--- config.mk ---
export PLATFORM = sky130hd
export DESIGN_NAME = rr_arbiter8
export DESIGN_NICKNAME = d
export VERILOG_FILES = /design/src/rtl/rr_arbiter8_pkg.sv /design/src/rtl/decoder.sv /design/src/rtl/rr_pick8.sv /design/src/rtl/rr_arbiter8.sv
export SDC_FILE = /design/constraint.sdc
export NUM_CORES = 1
export LEC_CHECK = 0
export ABC_AREA = 1
export ABC_CLOCK_PERIOD_IN_PS = 2600
export BUFFER_PORTS_ARGS = -buffer_cell sky130_fd_sc_hd__buf_2
export CAP_MARGIN = 0
export CORE_ASPECT_RATIO = 1.5
export CORE_UTILIZATION = 51
export DETAILED_ROUTE_END_ITERATION = 8
export GPL_ROUTABILITY_DRIVEN = 0
export PLACE_DENSITY = 0.76
export SLEW_MARGIN = 20
export SYNTH_ARGS = -nofsm -noshare
export SYNTH_HDL_FRONTEND = slang
export SYNTH_HIERARCHICAL = 1
export SYNTH_SLANG_ARGS = --single-unit
--- constraint.sdc ---
create_clock -name clk -period 2.6 [get_ports clk]
set_clock_uncertainty 0.1 [all_clocks]
set_input_delay 0.26 -clock clk [delete_from_list [all_inputs] [get_ports clk]]
set_output_delay 0.26 -clock clk [all_outputs]
set_load 0.01 [all_outputs]
--- src/rtl/rr_arbiter8_pkg.sv ---
// rtl/rr_arbiter8_pkg.sv - shared constants and state encoding for the 8-way round-robin arbiter
package rr_arbiter8_pkg;

    localparam int ARB_N      = 8;
    localparam int ARB_IDX_W  = 3;
    localparam int ARB_HOLD_W = 8;

    typedef enum logic {
        ARB_IDLE = 1'b0,
        ARB_OWN  = 1'b1
    } arb_state_e;

endpackage

--- src/rtl/decoder.sv ---
// rtl/decoder.sv - 3-to-8 one-hot decoder
module decoder (
    input  logic [2:0] x,
    output logic [7:0] y
);

    assign y = 8'b0000_0001 << x;

endmodule

--- src/rtl/rr_pick8.sv ---
// rtl/rr_pick8.sv - combinational round-robin pick: first set request after ptr, modulo 8
module rr_pick8
    import rr_arbiter8_pkg::*;
(
    input  logic [ARB_N-1:0]     req,
    input  logic [ARB_IDX_W-1:0] ptr,
    output logic [ARB_IDX_W-1:0] idx,
    output logic                 valid
);

    logic [ARB_IDX_W-1:0] cand;

    // Walk from farthest (ptr itself) to nearest (ptr+1) so the nearest hit wins.
    always_comb begin
        valid = 1'b0;
        idx   = ptr;
        cand  = ptr;
        for (int k = ARB_N; k >= 1; k--) begin
            cand = ptr + ARB_IDX_W'(k);
            if (req[cand]) begin
                valid = 1'b1;
                idx   = cand;
            end
        end
    end

endmodule

--- src/rtl/rr_arbiter8.sv ---
// rtl/rr_arbiter8.sv - round-robin arbiter granting one shared resource to one of 8 requesters
module rr_arbiter8
    import rr_arbiter8_pkg::*;
#(
    parameter int MAX_HOLD = 16
) (
    input  logic                 clk,
    input  logic                 rst,
    input  logic [ARB_N-1:0]     req,
    input  logic                 done,
    output logic [ARB_N-1:0]     grant,
    output logic [ARB_IDX_W-1:0] grant_idx,
    output logic                 busy,
    output logic                 timeout
);

    localparam logic [ARB_HOLD_W-1:0] HOLD_LIMIT = ARB_HOLD_W'(MAX_HOLD - 1);

    arb_state_e             state, state_n;
    logic [ARB_IDX_W-1:0]   ptr, ptr_n;
    logic [ARB_IDX_W-1:0]   idx_n;
    logic [ARB_HOLD_W-1:0]  cnt, cnt_n;
    logic                   timeout_n;
    logic [ARB_IDX_W-1:0]   pick_idx;
    logic                   pick_valid;
    logic [ARB_N-1:0]       dec_y;
    logic                   rel_done, rel_drop, rel_limit;

    rr_pick8 u_pick (
        .req   (req),
        .ptr   (ptr),
        .idx   (pick_idx),
        .valid (pick_valid)
    );

    decoder u_dec (
        .x (grant_idx),
        .y (dec_y)
    );

    always_ff @(posedge clk or posedge rst) begin
        if (rst) begin
            state     <= ARB_IDLE;
            ptr       <= 3'd7;
            grant_idx <= '0;
            cnt       <= '0;
            timeout   <= 1'b0;
        end else begin
            state     <= state_n;
            ptr       <= ptr_n;
            grant_idx <= idx_n;
            cnt       <= cnt_n;
            timeout   <= timeout_n;
        end
    end

    always_comb begin
        state_n   = state;
        ptr_n     = ptr;
        idx_n     = grant_idx;
        cnt_n     = cnt;
        timeout_n = 1'b0;
        rel_done  = 1'b0;
        rel_drop  = 1'b0;
        rel_limit = 1'b0;
        case (state)
            ARB_IDLE: begin
                if (pick_valid) begin
                    idx_n   = pick_idx;
                    ptr_n   = pick_idx;
                    cnt_n   = '0;
                    state_n = ARB_OWN;
                end
            end
            ARB_OWN: begin
                cnt_n     = cnt + 1'b1;
                rel_done  = done;
                rel_drop  = ~req[grant_idx];
                rel_limit = (cnt == HOLD_LIMIT);
                if (rel_done || rel_drop || rel_limit) begin
                    state_n   = ARB_IDLE;
                    // Timeout is reported only when the limit alone forced the release.
                    timeout_n = rel_limit & ~rel_done & ~rel_drop;
                end
            end
            default: state_n = ARB_IDLE;
        endcase
    end

    assign busy  = (state == ARB_OWN);
    assign grant = dec_y & {ARB_N{busy}};

endmodule
# == After elaboration in Yosys (flattened, before gate mapping) ==
# Index checks and enable logic that the tools add are counted.
# totals
inputBits,11
output_inout_bits,13
reg_bits,16
word_cells,74
# op_classes
n_mux,40
n_reduce_logical,3
shift,1
eq_ne,2
addsub,8
bitwise,6
n_lt_le_gt_ge,9
# ops
operator,n
$lt 3x4->1 const B,9
$bmux 1 s3,9
$mux 1,21
$mux 3,7
$pmux 8 s2,1
$add 3x3->3 const B,4
$add 8x1->8 const B,1
$and 8x8->8,1
$eq 8x4->1 const B,1
$mux 8,1
$shl 1x3->8 const A,1
$add 3x2->3 const B,2
$add 3x1->3 const B,1
$not 1->1,3
$and 1x1->1,2
$logic_or 1x1->1,2
$ne 2x2->1 const B,1
$pmux 1 s2,1
$reduce_and 2->1,1

# == Depth between registers and ports, before layout ==
# Gate-level depths: netlist of the first run.
# depth
ltp_word,12
ltp_mapped,19
depth_no_buf,18

# == Cells and area by module ==
# The synthesis of the first run kept the hierarchy.
# by_module_without_submodules
mod,cells_per_inst,area_each_um2,n_inst,seq_area_each_um2
rr_arbiter8,117,854.6,1,404.1
rr_pick8,121,614.3,1,0.0
decoder,15,56.3,1,0.0

# == Least setup slack after synthesis of the first run ==
# No wires, ideal clock.
# synth_path
kind,reg2reg
start,register ptr[1]
end,register cnt[4]
setup_slack_ns,0.059
period_less_slack_ns,2.541
required_ns,2.372
path_stages_with_launch,17
t_arrival_ns,2.314
n_path_buf,1
setup_ns,0.128
path_cell_list,dfstp_2 > buf_4 > inv_2 > ha_1 > inv_1 > nand3_1 > nand2_1 > nor2_1 > inv_1 > nand2_1 > inv_1 > nand4_1 > inv_1 > nor2_4 > clkinv_1 > nand3_1 > o21ai_0
# synth_via
elab_chain_len,11
word_cells_on_any_way,32
classes_between,add/sub: 7; eq/ne: 1; mux: 24
# synth_rtl
element,line,text
from (decl),rr_arbiter8.sv:20,"logic [ARB_IDX_W-1:0] ptr, ptr_n;"
from (signal assigned),rr_arbiter8.sv:50,ptr <= ptr_n;
$add 3x3->3 or $bmux 1 s3 (tied branches),"rr_pick8.sv:19, rr_pick8.sv:20",
$bmux 1 s3 or $mux 1 (tied branches),rr_pick8.sv:20,if (req[cand]) begin
$mux 1 (not written as such),rr_pick8.sv:20,
$mux 1 (6 in series),rr_pick8.sv:20,
$mux 1 *,rr_pick8.sv:20,
via pick_valid,rr_arbiter8.sv:25,logic pick_valid;
$ne 2x2->1 (no line) *,-,
to (signal assigned),rr_arbiter8.sv:52,cnt <= cnt_n;
to (decl),rr_arbiter8.sv:22,"logic [ARB_HOLD_W-1:0] cnt, cnt_n;"
# The timed path passes the listed nets; every way through them passes the cells marked *. The select of a mux whose other input is x is not followed.
# A chain may end at the register's enable or synchronous reset.

# == Final worst setup path of the first run ==
# layout_path
start,register ptr[0]
end,register cnt[3]
# The elaborated chain is that of the path after synthesis.

==> flow_summary.json, run 1 <==
{
  "power_mw": 2.774,
  "vias": 1627,
  "rows": 23,
  "hold_viol_final": 0,
  "relSlewSlack_pct": 60.46,
  "die-area_um2": 3218,
  "cts_tree": "yes",
  "synthMuxAreaShare_pct": 0,
  "fp.coreArea_um2": 2763,
  "cp_top_family": "simple AND/OR/NAND/NOR gates",
  "first_pass_iters": 4,
  "stdcell_count": 326,
  "start_util_pct": 55.21,
  "period_share_pct": 95.45,
  "cp_num_buf_inv": 6,
  "globalRouteMet1Util_pct": 29.92,
  "layout_common_cells": "85 x nand2_1, 43 x nand3_1, 38 x inv_1",
  "synth_adder_area_share_pct": 2.461,
  "ys_ff_latch": 16,
  "power_leakage_nw": 1.087,
  "antenna_left": 0,
  "fp.dieW_um": 46.65,
  "hold_ws_ns": 0.1722,
  "rsz0062_at_grt": "no",
  "finalNetCount": 304,
  "maxCapViolations": 0,
  "crit_path_start_kind": "register",
  "crit_path_end_kind": "register",
  "finalWorstSetupSlack_ns": 0.1183,
  "path_class": "reg2reg",
  "cp_slowest_cell": "dfstp_2",
  "synthXorXnorAreaFrac_pct": 2.215,
  "dpl.hpwl_mm": 2.900,
  "max_slew.worst_pin.slew_ns": 0.5924,
  "drt_iter0_drc": 51,
  "wire_per_inst_um": 11.42,
  "r2r-start": "ptr[0]$_DFFE_PP1P_",
  "cts_htree_levels": 1,
  "cts_root_buf": "clkbuf_8",
  "use_met3_pct": 1.563,
  "grt_usage_pct": 25.46,
  "antennaDiodeCount": 0,
  "required_ns": 2.69,
  "outcome": "finished clean",
  "grt_pass1_vias": 1411,
  "ff2ff_setup_slack_ns": 0.12,
  "antenna_found_initial": 0,
  "hold_path_class": "in2reg",
  "hp-start": "done",
  "cp.depth": 16,
  "vias_per_cell": 4.991,
  "use_met2_pct": 48.09,
  "dp_cells": 317,
  "drc_errors": 0,
  "path_cells": "inv_8, ha_4, buf_4, nand3_1, nand3_2, nand2_2, inv_1, nand4_1, nor3_2, nand4_1, inv_2, nor2_4, buf_6, o22ai_1, nand2_1, inv_1",
  "grt_max_degree": 17,
  "drive_gt1_share_pct": 22.49,
  "syn_nets": 267,
  "fmax_mhz": 402.9,
  "syn_inst": 253,
  "grt.busiest_layer": "met2",
  "io_pins": 24,
  "whs_path_depth": 4,
  "clock_latency_ns": 0.25,
  "design_area_um2": 1831,
  "reg2reg_depth": 16,
  "grt_first_pass_wirelength_mm": 5.954,
  "synth_top_family_by_area": "simple AND/OR/NAND/NOR gates",
  "power_density_nw_per_um2": 1516,
  "clkSlewWorstSetupHoldPaths_ns": 0.06,
  "pre_cts_ws_ns": -0.01979,
  "numCtsBuffers": 3,
  "clock-sinks": 16,
  "wl_mm": 3.722,
  "cp_data_arrival_time_ns": 2.57,
  "synth_warnings": 6,
  "slew_viol_final": 0,
  "synth-compound-area-share_pct": 7.219,
  "final_common_cell": "nand2_1",
  "crit_path_start": "ptr[0]$_DFFE_PP1P_",
  "synth_seq_area_share_pct": 26.50,
  "final-setup-viol-count": 0,
  "gr-total-overflow": 0,
  "synth_area_um2": 1525,
  "synth_cell_types": 31,
  "syn_avg_cell_area_um2": 6.029,
  "cts_buffer_depth": 2,
  "dpl_cell_area_um2": 1712,
  "area_delta_synth_final_pct": 20.02,
  "max_stage_delay_ns": 0.59,
  "cp_max_fo": 7,
  "die_height_um": 68.98,
  "fin_crit_ns": 2.482,
  "ir_drop_mv": 0.9015,
  "numPortBuffers": 23,
  "synth_simple_gate_area_share_pct": 47.50
}
==> final timing paths <==
check	endpoint
min in group asynchronous	cnt[0]$_DFFE_PP0P_
max	cnt[3]$_DFFE_PP0P_
max reg2reg	cnt[3]$_DFFE_PP0P_
min reg2reg	cnt[7]$_DFFE_PP0P_
max in group asynchronous	cnt[2]$_DFFE_PP0P_
min	timeout$_DFF_PP0_
==> layout make-up <==
cell class,count,area (um2)
clock buffer,4,45.04
fill,295,932.1
inverter,46,183.9
multi-input combinational,187,928.4
sequential,16,404.1
tap,37,46.29
timing repair buffer,36,222.7
==> metrics by stage <==
stage	util, %	setup TNS [ns]
after floorplan	-	0
after global placement	61.96	0
after detailed placement	61.96	-0.03420
after CTS	63.95	0
after global routing	66.26	0
final	66.26	0
==> flip-flops by register name, indices dropped and copies added, names as in the netlist <==
name and count:
grant_idx 3, timeout 1, busy 1, ptr 3
cnt 8
==> cells in the mapped netlist, drive strengths merged <==
library cell | instances | area share, %
o21a | 2 | 0.98
dfrtp | 13 | 21
a22o | 1 | 0.57
nand4 | 3 | 1.2
dfstp | 3 | 5.2
ha | 3 | 2.5
nor3 | 2 | 1.4
o21ai | 8 | 2.6
a21oi | 5 | 1.6
xor2 | 2 | 1.6
nand3b | 1 | 0.49
xnor2 | 1 | 0.57
nor2 | 18 | 4.9
a21boi | 1 | 0.49
o22ai | 1 | 0.41
nand3 | 45 | 15
clkinv | 1 | 0.25
nand2 | 93 | 24
o21bai | 1 | 0.49
buf | 4 | 2.3
inv | 45 | 12
==> cells by family (layout without fill, tap and decap cells) <==
logic type	after synthesis	in the layout
AOI/OAI and AO/OA	19	19
xor gates and xnor gates	3	3
DFF	16	16
and+or+nand+nor	162	162
adders and majority gates	3	3
buffers and inverters	50	86
==> routing by layer <==
layer	vias to the layer above	wire length, um
met4	0	60
met3	9	74
li1	864	-
met5	-	0
met2	28	1979
met1	726	1608
==> worst min-delay path, cell delays in order <==
cell	delay (ns)
buf_2	0.08
inv_1	0.04
nand3_1	0.07
nor2_1	0.04
==> report_power, final <==
| group | leakage [nW] | total, mW | switching, mW | internal [mW] |
|---|---|---|---|---|
| clock network | 0.0228 | 0.187 | 0.0781 | 0.108 |
| registers | 0.203 | 0.502 | 0.151 | 0.351 |
| logic | 0.861 | 2.09 | 1.27 | 0.816 |
| total | 1.09 | 2.77 | 1.50 | 1.28 |
==> timing repair <==
action / 4_1_cts / 5_1_grt
hold buffers: 1 / 0
pin swaps: 0 / 3
gates resized for setup: 1 / 8
setup endpoints to repair: 3 / 14
endpoints found under the hold margin: 13 / 0
setup buffers: 0 / 4
Power figures use the tool's default switching activity.
==> inputs of run 2 (changes only) <==
Settings changed: ABC_CLOCK_PERIOD_IN_PS 2600 to 2500, BUFFER_PORTS_ARGS -buffer_cell sky130_fd_sc_hd__buf_2 to default, CORE_UTILIZATION 51 to 27, DONT_BUFFER_PORTS from default to 1, PLACE_DENSITY 0.76 to default.
Clock period 2.6 ns to 2.5 ns, I/O delays scaled along.
==> flow_summary.json, run 2 (synthesis gave the netlist of run 1 again) <==
{
  "cp_slowest_cell": "dfstp_2",
  "fp.dieW_um": 63.37,
  "power_density_nw_per_um2": 1660,
  "fin_crit_ns": 2.373,
  "maxCapViolations": 0,
  "ff2ff_setup_slack_ns": 0.13,
  "cts_tree": "yes",
  "finalWorstSetupSlack_ns": 0.1274,
  "rows": 33,
  "internal_power_mw": 1.375,
  "reg_top3": "cnt: 8 flops, grant_idx: 3 flops, ptr: 3 flops",
  "power_leakage_nw": 1.007,
  "drive_gt1_share_pct": 17.47,
  "wl_met3_um": 83,
  "cp_top_family": "simple AND/OR/NAND/NOR gates",
  "clock-sinks": 16,
  "n_fill_cell": 619,
  "largest_reg_flops": 8,
  "numCtsBuffers": 3,
  "pre_cts_ws_ns": -0.06834,
  "first_pass_iters": 4,
  "relSlewSlack_pct": 56.30,
  "layout_common_cells": "86 x nand2_1, 42 x nand3_1, 38 x inv_1",
  "vias_per_cell": 4.735,
  "cp_data_arrival_time_ns": 2.44,
  "final_common_cell": "nand2_1",
  "numPortBuffers": 0,
  "required_ns": 2.57,
  "power.switching_mw": 1.610,
  "start_util_pct": 27.98,
  "hp-start": "done",
  "p_sw_share_pct": 53.92,
  "area_delta_synth_final_pct": 17.88,
  "antenna_left": 0,
  "outcome": "finished clean",
  "cts_root_buf": "clkbuf_8",
  "r2r-end": "cnt[0]$_DFFE_PP0P_",
  "crit_path_start_kind": "register",
  "clkSlewWorstSetupHoldPaths_ns": 0.06,
  "grt_usage_pct": 12.79,
  "hold_viol_final": 0,
  "wl_met2_mm": 2.143,
  "io_pins": 24,
  "ir_drop_mv": 0.7213,
  "grt_max_degree": 17,
  "path_cells": "inv_8, ha_4, nand3_1, nand3_2, nand2_2, inv_1, nand4_1, nor3_2, nand4_1, buf_4, buf_4, nor2_2, nand2_1, o21ai_0",
  "max_slew.worst_pin.slew_ns": 0.6555,
  "top_layer": "met4",
  "wire_per_inst_um": 11.43,
  "die-area_um2": 5959,
  "reg2reg_depth": 14,
  "finalNetCount": 284,
  "cp_num_buf_inv": 4,
  "wl_met1_mm": 1.487,
  "drt_iter0_drc": 52,
  "r2r-start": "ptr[0]$_DFFE_PP1P_",
  "grt_first_pass_wirelength_mm": 6.141,
  "grt_pass1_vias": 1450,
  "power.share.sequential_pct": 18.4,
  "path_class": "reg2reg",
  "hold_path_class": "in2reg",
  "clkPwrFrac_pct": 7.6,
  "period_share_pct": 94.90,
  "cts_buffer_depth": 2,
  "hold_ws_ns": 0.08760,
  "die_height_um": 94.05,
  "dp_cells": 330,
  "clock_latency_ns": 0.25,
  "stdcell_count": 339,
  "max_stage_delay_ns": 0.59,
  "crit_path_end_kind": "register",
  "slew_viol_final": 0,
  "gr-total-overflow": 0,
  "fmax_mhz": 421.5,
  "fp.coreArea_um2": 5450,
  "p_comb_share_pct": 74.0,
  "drc_errors": 0,
  "cts_htree_levels": 1,
  "holdPathEnd": "timeout$_DFF_PP0_",
  "vias": 1605,
  "antenna_found_initial": 0,
  "whs_path_depth": 3,
  "cp_max_fo": 6,
  "regMostFlops": "cnt",
  "dpl.hpwl_mm": 3.210,
  "wl_mm": 3.874,
  "antennaDiodeCount": 0,
  "final-setup-viol-count": 0
}
## run 2: metrics by stage
step | setup TNS [ns] | util [%] | area, um2 | power [mW]
5_1_grt | -0.0007059 | 32.99 | 1798 | 3.271
3_5_place_dp | -0.2429 | 30.49 | 1662 | 2.614
2_1_floorplan | 0 | - | 1526 | 2.052
4_1_cts | 0 | 31.80 | 1733 | 2.869
3_3_place_gp | 0 | 30.49 | 1662 | 2.599
6_report | 0 | 32.99 | 1798 | 2.985
## run 2: power groups by stage
stage          clock [mW]  sequential (mW)  combinational (mW)
6_report            0.227            0.550                2.21
3_3_place_gp            0            0.547                2.05
2_1_floorplan           0            0.470                1.58
5_1_grt             0.239            0.570                2.46
3_5_place_dp            0            0.551                2.06
4_1_cts             0.232            0.546                2.09
## run 2: what timing repair did
action,4_1_cts,5_1_grt
buffers inserted,0,4
pin swaps,0,2
resized for setup,3,10
setup endpoints to repair,11,15
endpoints found under the hold margin,13,0
hold buffers,1,0
## run 2: worst register-to-register path: cells and delay by family, from the launching register on
| family | cells | cell delay (ns) |
|---|---|---|
| adder cells (fa/ha/maj) | 1 | 0.30 |
| flip-flops | 1 | 0.59 |
| AO/OA/AOI/OAI | 1 | 0.06 |
| AND/OR/NAND/NOR | 8 | 0.85 |
| buffers and inverters | 4 | 0.40 |
## run 2: metal layers
layer | track usage (%) | vias up
met5 | 0 | -
met4 | 6.250 | 0
met3 | 1.578 | 15
met2 | 25.18 | 41
met1 | 12.82 | 725
li1 | - | 824
## run 2: cell type report
type                       instances  area (um2)  share of cell area (%)
inverter                          46       187.7                   10.44
tap                               70       87.58                   4.871
clock buffer                       4       55.05                   3.062
sequential                        16       404.1                   22.48
timing repair buffer              16       130.1                   7.237
multi-input combinational        187       933.4                   51.91
## run 2: worst max path at each step
stage,start,endpoint,slack [ns],cells past startpoint
final,ptr[0]$_DFFE_PP1P_,cnt[0]$_DFFE_PP0P_,0.13,14
after CTS,ptr[0]$_DFFE_PP1P_,grant_idx[2]$_DFFE_PP0P_,0.03,14
after floorplan,ptr[1]$_DFFE_PP1P_,cnt[2]$_DFFE_PP0P_,0.04,16
after global routing,ptr[0]$_DFFE_PP1P_,cnt[0]$_DFFE_PP0P_,-0.0007,15
after detailed placement,ptr[0]$_DFFE_PP1P_,cnt[2]$_DFFE_PP0P_,-0.07,15
after global placement,ptr[0]$_DFFE_PP1P_,cnt[2]$_DFFE_PP0P_,0.04,15
==> inputs of run 3 (changes only) <==
Settings changed: CORE_UTILIZATION 27 to 52, PLACE_DENSITY from default to 0.67.
==> flow_summary.json, run 3 (synthesis gave the netlist of run 1 again) <==
{
  "outcome": "finished clean",
  "drc_errors": 0,
  "slew_viol_final": 0,
  "stdcell_count": 306,
  "reg_top3": "cnt: 8 flops, grant_idx: 3 flops, ptr: 3 flops",
  "multi_input_area_um2": 960.9,
  "final_common_cell": "nand2_1",
  "path_cells": "buf_4, ha_2, xor2_2, nand3b_1, nand2_1, nor3_2, nand4_1, inv_2, nor2_4, o22ai_2, nand2_1, inv_1",
  "regMostFlops": "cnt",
  "power_mw": 3.024,
  "crit_path_start_kind": "register",
  "hold_path_class": "in2reg",
  "clock-sinks": 16,
  "antenna_left": 0,
  "rsz0062_at_grt": "yes",
  "antenna_found_initial": 0,
  "hold_ws_ns": 0.07304,
  "antennaDiodeCount": 0,
  "power_density_nw_per_um2": 1696,
  "area_delta_synth_final_pct": 16.90,
  "internal_power_mw": 1.393,
  "fp.dieW_um": 46.22,
  "vias": 1573,
  "power_leakage_nw": 1.016,
  "wire_per_inst_um": 12.22,
  "final_core_util_pct": 65.22,
  "cp_slowest_cell": "dfstp_2",
  "drive_gt1_share_pct": 19.70,
  "ff_latch_area_um2": 404.1,
  "largest_reg_flops": 8,
  "fin_crit_ns": 2.372,
  "numCtsBuffers": 3,
  "wl_mm": 3.739,
  "cp_top_family": "simple AND/OR/NAND/NOR gates",
  "clock_latency_ns": 0.25,
  "cts_buffer_depth": 2,
  "layout_common_cells": "84 x nand2_1, 40 x nand3_1, 37 x inv_1",
  "cts_root_buf": "clkbuf_8",
  "relSlewSlack_pct": 55.59,
  "grt_max_degree": 17,
  "gr-total-overflow": 0,
  "required_ns": 2.59,
  "cp_num_buf_inv": 3,
  "finalNetCount": 284,
  "max_stage_delay_ns": 0.53,
  "dp_cells": 295,
  "max_slew.worst_pin.slew_ns": 0.6661,
  "ir_drop_mv": 0.8818,
  "cp_max_fo": 9,
  "period_share_pct": 94.89,
  "drt_iter0_drc": 49,
  "clkSlewWorstSetupHoldPaths_ns": 0.06,
  "grt_first_pass_wirelength_mm": 5.699,
  "die-area_um2": 3158,
  "final-setup-viol-count": 0,
  "grt_usage_pct": 25.28,
  "n_fill_cell": 258,
  "finalWorstSetupSlack_ns": 0.1278,
  "path_class": "reg2reg",
  "vias_per_cell": 5.141,
  "cp_data_arrival_time_ns": 2.47,
  "crit_top_cell": "nand2_1",
  "io_pins": 24,
  "cts_tree": "yes",
  "fp.coreArea_um2": 2734,
  "power.switching_mw": 1.632,
  "p_comb_share_pct": 74.4,
  "hold_viol_final": 0,
  "grt_pass1_vias": 1398,
  "power.share.sequential_pct": 18.1,
  "first_pass_iters": 4,
  "pre_cts_ws_ns": -0.06865,
  "numPortBuffers": 0,
  "p_sw_share_pct": 53.95,
  "cts_htree_levels": 1,
  "dpl.hpwl_mm": 2.924,
  "clkPwrFrac_pct": 7.5,
  "die_height_um": 68.33,
  "fmax_mhz": 421.5,
  "maxCapViolations": 0,
  "rows": 23,
  "crit_path_end_kind": "register",
  "start_util_pct": 55.79
}
==> run 3: changes by cell type in the layout (fill, tap and decap cells not counted), moves of 2 or more <==
cell	before	now
nand3_2	3	5
nand2_1	86	84
nand2_2	7	9
buf_4	13	11
nand3_1	42	40
==> run 3: metrics by stage <==
stage	setup TNS, ns	instance area (um2)
after floorplan	0	1526
after global placement	-0.005504	1605
after detailed placement	-0.2094	1605
after CTS	0	1677
after global routing	-0.5023	1783
final	0	1783
==> run 3: final timing paths <==
check	startpoint	slack (ns)	endpoint	cells after the start
max	ptr[1]$_DFFE_PP1P_	0.13	cnt[3]$_DFFE_PP0P_	12
min	done	0.07	timeout$_DFF_PP0_	3
max reg2reg	ptr[1]$_DFFE_PP1P_	0.13	cnt[3]$_DFFE_PP0P_	12
min reg2reg	cnt[7]$_DFFE_PP0P_	0.37	cnt[7]$_DFFE_PP0P_	1
max in group asynchronous	rst	1.51	grant_idx[0]$_DFFE_PP0P_	2
min in group asynchronous	rst	0.41	cnt[4]$_DFFE_PP0P_	2
==> run 3: per-layer routing <==
layer	GRT usage [%]	vias up	share of wire [%]
li1	-	824	-
met1	25.25	722	40
met3	1.583	10	0.88
met2	50.70	17	57
met5	0	-	0
met4	9.926	0	2.9
==> run 3: final cells by class <==
type,count,area share [%]
clock buffer,4,3.088
inverter,46,10.53
multi-input combinational,188,53.89
sequential,16,22.67
tap,37,2.596
timing repair buffer,14,6.947
timing repair inverter,1,0.2807
==> run 3: timing repair <==
item                                    4_1_cts  5_1_grt
endpoints found under the setup margin       12       15
endpoints found under the hold margin        13        0
hold buffers                                  1        0
cloned                                        0        2
pin swaps                                     0        5
buffers inserted                              0        4
gates resized for setup                       3       15
==> run 3: tightest hold or removal path, cell delays in order <==
cell and delay (ns):
inv_1 0.03, nand3_1 0.07, nor2_1 0.04
==> run 3: power by group through the flow <==
stage | clock [mW] | sequential, mW | combinational, mW
floorplan | 0 | 0.470 | 1.58
finish | 0.227 | 0.546 | 2.25
detailed placement | 0 | 0.547 | 2.00
global route | 0.239 | 0.566 | 2.56
global placement | 0 | 0.547 | 2.01
CTS | 0.228 | 0.543 | 2.02
